==> src/rtl/noc_ecc_pkg.sv <==
// Shared definitions for the NoC SEC-DED core: codeword layout, arbiter
// pointer type and the Hamming(8,4) encode/syndrome helpers.
package noc_ecc_pkg;

    localparam int CW_W = 8;

    // Bit index inside a codeword; Hamming position i+1 lives at bit i.
    localparam int POS_P1 = 0;
    localparam int POS_P2 = 1;
    localparam int POS_D0 = 2;
    localparam int POS_P4 = 3;
    localparam int POS_D1 = 4;
    localparam int POS_D2 = 5;
    localparam int POS_D3 = 6;
    localparam int POS_P0 = 7;

    typedef enum logic {
        RR_GEN = 1'b0,
        RR_RX  = 1'b1
    } rr_e;

    function automatic logic [CW_W-1:0] ham84_encode(input logic [3:0] nibble);
        logic [CW_W-1:0] cw;
        cw         = '0;
        cw[POS_D0] = nibble[0];
        cw[POS_D1] = nibble[1];
        cw[POS_D2] = nibble[2];
        cw[POS_D3] = nibble[3];
        cw[POS_P1] = nibble[0] ^ nibble[1] ^ nibble[3];
        cw[POS_P2] = nibble[0] ^ nibble[2] ^ nibble[3];
        cw[POS_P4] = nibble[1] ^ nibble[2] ^ nibble[3];
        cw[POS_P0] = ^cw[6:0];
        return cw;
    endfunction

    // Syndrome {c4,c2,c1} over positions 1..7; the value is the erroneous position.
    function automatic logic [2:0] ham84_syndrome(input logic [CW_W-1:0] cw);
        return {cw[3] ^ cw[4] ^ cw[5] ^ cw[6],
                cw[1] ^ cw[2] ^ cw[5] ^ cw[6],
                cw[0] ^ cw[2] ^ cw[4] ^ cw[6]};
    endfunction

endpackage

==> src/rtl/noc_ecc_decoder.sv <==
// Single Hamming(8,4) SEC-DED codeword decoder (purely combinational).
module noc_ecc_decoder
    import noc_ecc_pkg::*;
(
    input  logic [CW_W-1:0] cw,
    output logic [3:0]      nibble,
    output logic            corr,
    output logic            uncorr
);

    logic [2:0]      syn;
    logic            par;
    logic [CW_W-1:0] fixed;

    // Correct a single error when overall parity confirms it; a lone P0
    // error leaves the data bits untouched but still counts as corrected.
    always_comb begin
        syn   = ham84_syndrome(cw);
        par   = ^cw;
        fixed = cw;
        if (syn != 3'd0 && par) begin
            fixed[syn - 3'd1] = ~cw[syn - 3'd1];
        end
        nibble = {fixed[POS_D3], fixed[POS_D2], fixed[POS_D1], fixed[POS_D0]};
        corr   = par;
        uncorr = (syn != 3'd0) && !par;
    end

endmodule

==> src/rtl/noc_ecc_core.sv <==
// NoC processing-element core: SEC-DED encode toward the router, decode
// toward the bucket, one shared engine arbitrated round-robin.
module noc_ecc_core
    import noc_ecc_pkg::*;
#(
    parameter int         ADDR_W    = 4,
    parameter int         NIB       = 1,
    parameter logic [1:0] CTRL_CODE = 2'd2,
    parameter int         CNT_W     = 8
) (
    input  logic                    clk,
    input  logic                    rst,
    input  logic                    gen_valid,
    output logic                    gen_ready,
    input  logic [ADDR_W+4*NIB-1:0] gen_data,
    output logic                    tx_valid,
    input  logic                    tx_ready,
    output logic [ADDR_W+8*NIB-1:0] tx_flit,
    output logic [1:0]              tx_ctrl,
    input  logic                    rx_valid,
    output logic                    rx_ready,
    input  logic [ADDR_W+8*NIB-1:0] rx_flit,
    output logic                    bkt_valid,
    input  logic                    bkt_ready,
    output logic [ADDR_W+4*NIB-1:0] bkt_data,
    output logic                    bkt_err,
    input  logic                    clr_cnt,
    output logic [CNT_W-1:0]        corr_cnt,
    output logic [CNT_W-1:0]        uncorr_cnt
);

    localparam int GW = ADDR_W + 4 * NIB;
    localparam int FW = ADDR_W + 8 * NIB;

    rr_e             rr;
    logic            gen_elig, rx_elig, contested;
    logic [FW-1:0]   enc_flit;
    logic [GW-1:0]   dec_data;
    logic [NIB-1:0]  corr_vec, uncorr_vec;
    logic [CNT_W:0]  corr_sum, uncorr_sum;

    function automatic logic [CNT_W-1:0] sat_add(input logic [CNT_W-1:0] a,
                                                  input logic [CNT_W:0]   b);
        logic [CNT_W+1:0] s;
        s = {2'b00, a} + {1'b0, b};
        return (s > {2'b00, {CNT_W{1'b1}}}) ? {CNT_W{1'b1}} : s[CNT_W-1:0];
    endfunction

    assign tx_ctrl = CTRL_CODE;

    // Grant logic: eligibility needs a loadable output register; ties follow rr.
    always_comb begin
        gen_elig  = !rst && gen_valid && (!tx_valid || tx_ready);
        rx_elig   = !rst && rx_valid && (!bkt_valid || bkt_ready);
        contested = gen_elig && rx_elig;
        gen_ready = gen_elig && (!rx_elig || rr == RR_GEN);
        rx_ready  = rx_elig && (!gen_elig || rr == RR_RX);
    end

    // Encoder: address passes through, each nibble becomes one codeword.
    always_comb begin
        enc_flit             = '0;
        enc_flit[ADDR_W-1:0] = gen_data[ADDR_W-1:0];
        for (int k = 0; k < NIB; k++) begin
            enc_flit[ADDR_W + 8*k +: 8] = ham84_encode(gen_data[ADDR_W + 4*k +: 4]);
        end
    end

    assign dec_data[ADDR_W-1:0] = rx_flit[ADDR_W-1:0];

    for (genvar k = 0; k < NIB; k++) begin : g_dec
        noc_ecc_decoder u_dec (
            .cw     (rx_flit[ADDR_W + 8*k +: 8]),
            .nibble (dec_data[ADDR_W + 4*k +: 4]),
            .corr   (corr_vec[k]),
            .uncorr (uncorr_vec[k])
        );
    end

    // Number of affected nibbles in the flit currently offered by the router.
    always_comb begin
        corr_sum   = '0;
        uncorr_sum = '0;
        for (int k = 0; k < NIB; k++) begin
            corr_sum   = corr_sum + {{CNT_W{1'b0}}, corr_vec[k]};
            uncorr_sum = uncorr_sum + {{CNT_W{1'b0}}, uncorr_vec[k]};
        end
    end

    // Output registers, rr pointer and saturating error counters.
    always_ff @(posedge clk) begin
        if (rst) begin
            tx_valid   <= 1'b0;
            tx_flit    <= '0;
            bkt_valid  <= 1'b0;
            bkt_data   <= '0;
            bkt_err    <= 1'b0;
            corr_cnt   <= '0;
            uncorr_cnt <= '0;
            rr         <= RR_GEN;
        end else begin
            if (gen_ready) begin
                tx_valid <= 1'b1;
                tx_flit  <= enc_flit;
            end else if (tx_ready) begin
                tx_valid <= 1'b0;
            end

            if (rx_ready) begin
                bkt_valid <= 1'b1;
                bkt_data  <= dec_data;
                bkt_err   <= |uncorr_vec;
            end else if (bkt_ready) begin
                bkt_valid <= 1'b0;
            end

            if (contested) begin
                rr <= (rr == RR_GEN) ? RR_RX : RR_GEN;
            end

            if (clr_cnt) begin
                corr_cnt   <= '0;
                uncorr_cnt <= '0;
            end else if (rx_ready) begin
                corr_cnt   <= sat_add(corr_cnt, corr_sum);
                uncorr_cnt <= sat_add(uncorr_cnt, uncorr_sum);
            end
        end
    end

endmodule

==> config.mk <==
export PLATFORM = sky130hd
export DESIGN_NAME = noc_ecc_core
export DESIGN_NICKNAME = d
export VERILOG_FILES = /design/src/rtl/noc_ecc_pkg.sv /design/src/rtl/noc_ecc_decoder.sv /design/src/rtl/noc_ecc_core.sv
export SDC_FILE = /design/constraint.sdc
export NUM_CORES = 1
export LEC_CHECK = 0
export BUFFER_PORTS_ARGS = -buffer_cell sky130_fd_sc_hd__clkbuf_2
export CORE_MARGIN = 2
export CORE_UTILIZATION = 29
export DETAILED_ROUTE_END_ITERATION = 8
export SYNTH_ARGS = -nofsm -noshare
export SYNTH_HDL_FRONTEND = slang
export SYNTH_SLANG_ARGS = --single-unit
==> constraint.sdc <==
create_clock -name clk -period 2.6 [get_ports clk]
set_input_delay 0.26 -clock clk [delete_from_list [all_inputs] [get_ports clk]]
set_output_delay 0.26 -clock clk [all_outputs]
set_load 0.005 [all_outputs]
==> metrics <==
clk buf depth=2; gr usage total=roughly 13%; Buf+Inv Stages, Crit Path=2; Setup-failing EPs final=0; # diodes=0; wire per inst=around 12 microns; Setup crit end kind=flop; slowest stage delay, CP=between 0.2 and 0.3 ns; Chip Height=a little over 90 microns; P_int=between 0.001 and 0.0015 W; post-route design area=roughly 0.0029 sq mm; Area Growth Syn to Fin=31.34%; initial antenna violation count=0; Yosys Warn Count=0; critical path's most frequent cell=ha_1; status=finished clean; min-delay worst type=input port to flop; Final Critical Period=approximately 2.3 ns; WL final=~5300 microns; largest net degree at the start of global routing=32; Starting DRT DRC Count=between 70 and 80; RSZ-0062 raised after global routing=false; required time worst endpoint=~2.8 ns; Post-route DRC=0; Initial Util=a little under a third; fin crit share=88.38%; Crit path max-delay family=compound AO/OA/AOI/OAI gates; post-synthesis average cell area=~8.3 sq um; leak pwr=about 1.2 nW; Worst VDD drop=about 0.18 mV; IO Port Bufs=67; Synth area leader=dfxtp_1; syn_nets=just under 300; top-area cell type share of the netlist area=around 37%; DRT Pass-1 Iters=4; layout cell share with drive strength beyond 1=between 30% and 40%; post-CTS setup buffers=0; Post-Syn Instances=about 270; Max Fclk=roughly 440 MHz; post-DP HPWL=4069 microns; CTS tree=yes; worst clock skew=a little under 0.007 ns; Clock Latency Late Sink=0.29 ns; fin util=about 39%; global-route wire length before repair=8666 microns; via count=about 2100; vias in the first global route=between 1500 and 2000; combinational share of power=approximately 27%; Post-synth EDFFs=0; Final Slew Violations=0; ys flop type=dfxtp_1; DIE AREA=just over 0.008 sq mm; Distinct cells, synth=between 50 and 60; CTS H-tree lvls=2; Root Driver=clkbuf_8; die width=90.94 microns; Clock power frac=between 30% and 40%; CTS Buf Count=5; clk slew on worst S/H paths=0.08 ns; Post-Syn Area=roughly 0.0022 sq mm; P_sw=between 0.0004 and 0.0005 W; sequential-to-total area share from yosys stat=36.53%; GR Overflow Total=0; worst-path fanout max=6; fin nets=between 300 and 400; number of nets with antenna violations after routing=0; critical path class=input port to flop; row count=31; TNS Setup=0 ns; Area after DPL=about 0.0028 sq mm; # hold bufs at CTS=0; Core Region=0.007292 sq mm; post_cts resized=0; fraction of registers with async set/reset=0%; Flop pwr share=between 30% and 40%; Vias/cell=approximately 4.8; total of max-cap violations=0; num ports=70; most frequent cells in the layout=clkbuf_2, nand2_1, dfxtp_1; Cell Pwr Density=about 600 mW/mm^2; total power=roughly 0.0017 W; CP arrival=between 2 and 3 ns; critical path startpoint category=input port; Crit-path slowest cell=o21a_1; clk sinks=40; Sw Share=~28%; GPL Wtd Cong=approximately 0.8; largest cells by area after synthesis=dfxtp_1, nand2_1, a21oi_1, xnor2_1, ha_1; endpoints failing hold=0; CP cell instances=clkbuf_2 > xor2_4 > xnor2_2 > inv_1 > ha_1 > a21oi_2 > ha_1 > and4_1 > nand3_1 > o21a_1 > nand2b_1 > a21oi_1 > a311oi_1; Yosys reg bits=40; most common cell after layout, fill and taps aside=clkbuf_2
stage by stage:
step                setup WS (ns)  hold WS [ns]  std cells
floorplan                 0.02661        0.3951        265
detailed placement        0.01239        0.4430        436
global route              0.09699        0.1811        444
global placement          0.07400        0.4407        436
CTS                        0.3106        0.1765        444
finish                     0.3022        0.1805        444
final cells by class:
class / count / area [sq um]
inverter: 5 / 18.77
fill: 805 / 4413
timing repair buffer: 89 / 500.5
tap: 99 / 123.9
clock buffer: 7 / 96.34
sequential: 40 / 800.8
multi-input combinational: 203 / 1309
clock inverter: 1 / 30.03
routing by layer:
metal	global-route usage (%)	vias up	wire, microns	share of wire, %
li1	-	1088	-	-
met1	16.79	965	2632	49
met2	20.37	52	2417	45
met3	2.988	7	224	4.2
met4	4.293	0	68	1.3
met5	0	-	0	0
path summary, 6_finish.rpt:
path,startpoint,endpoint,slack [ns],depth (start not counted)
setup / recovery,rx_flit[4],uncorr_cnt[5]$_SDFFE_PP0P_,0.30,13
setup reg to reg,rr$_SDFFE_PP0P_,corr_cnt[7]$_SDFFE_PP0P_,0.78,6
hold / removal,gen_data[0],tx_flit[0]$_SDFFE_PP0P_,0.18,3
hold reg to reg,tx_flit[4]$_SDFFE_PP0P_,tx_flit[4]$_SDFFE_PP0P_,0.45,2
kinds of logic after synthesis:
group	share of synthesized area, %
AOI/OAI and AO/OA	18.95
xor gates and xnor gates	11.30
DFF	36.53
buffers and inverters	5.251
adders and majority gates	3.881
muxes	2.740
and+or+nand+nor	21.01
other	0.3426
sequential cells by signal, summed over array words and instances (netlist names):
signal / cells
tx_valid: 1
tx_flit: 12
bkt_data: 8
uncorr_cnt: 8
bkt_err: 1
corr_cnt: 8
bkt_valid: 1
rr: 1
tightest hold or removal path, cell delays in order:
cell	delay [ns]
clkbuf_2	0.08
nand2_1	0.04
a21oi_1	0.05
power by group through the flow:
stage	logic, W	clock network [W]	registers, W
after floorplan	0.000275	0	0.000683
after global placement	0.000454	0	0.000680
after detailed placement	0.000457	0	0.000682
after CTS	0.000459	0.000576	0.000667
after global routing	0.000507	0.000606	0.000673
final	0.000453	0.000558	0.000667
synthesized netlist by cell type (2+ instances only):
cell type / instances
clkbuf_1: 8
xnor2_1: 9
buf_4: 4
and3_1: 3
xnor2_2: 2
dfxtp_1: 40
nor2b_1: 3
a211oi_1: 3
a21oi_1: 31
nor2_1: 19
nand4_1: 3
o31ai_1: 2
buf_2: 2
nand3_1: 8
mux2i_1: 6
inv_1: 5
o21a_1: 2
or4_1: 2
xor2_1: 8
a311oi_1: 5
o21ai_0: 4
conb_1: 2
nand2_1: 50
ha_1: 6
nand2b_1: 3
a31oi_1: 4
and4_1: 2
buf_6: 2
nor3_1: 5
No activity file was read; power rests on OpenSTA's default activity.
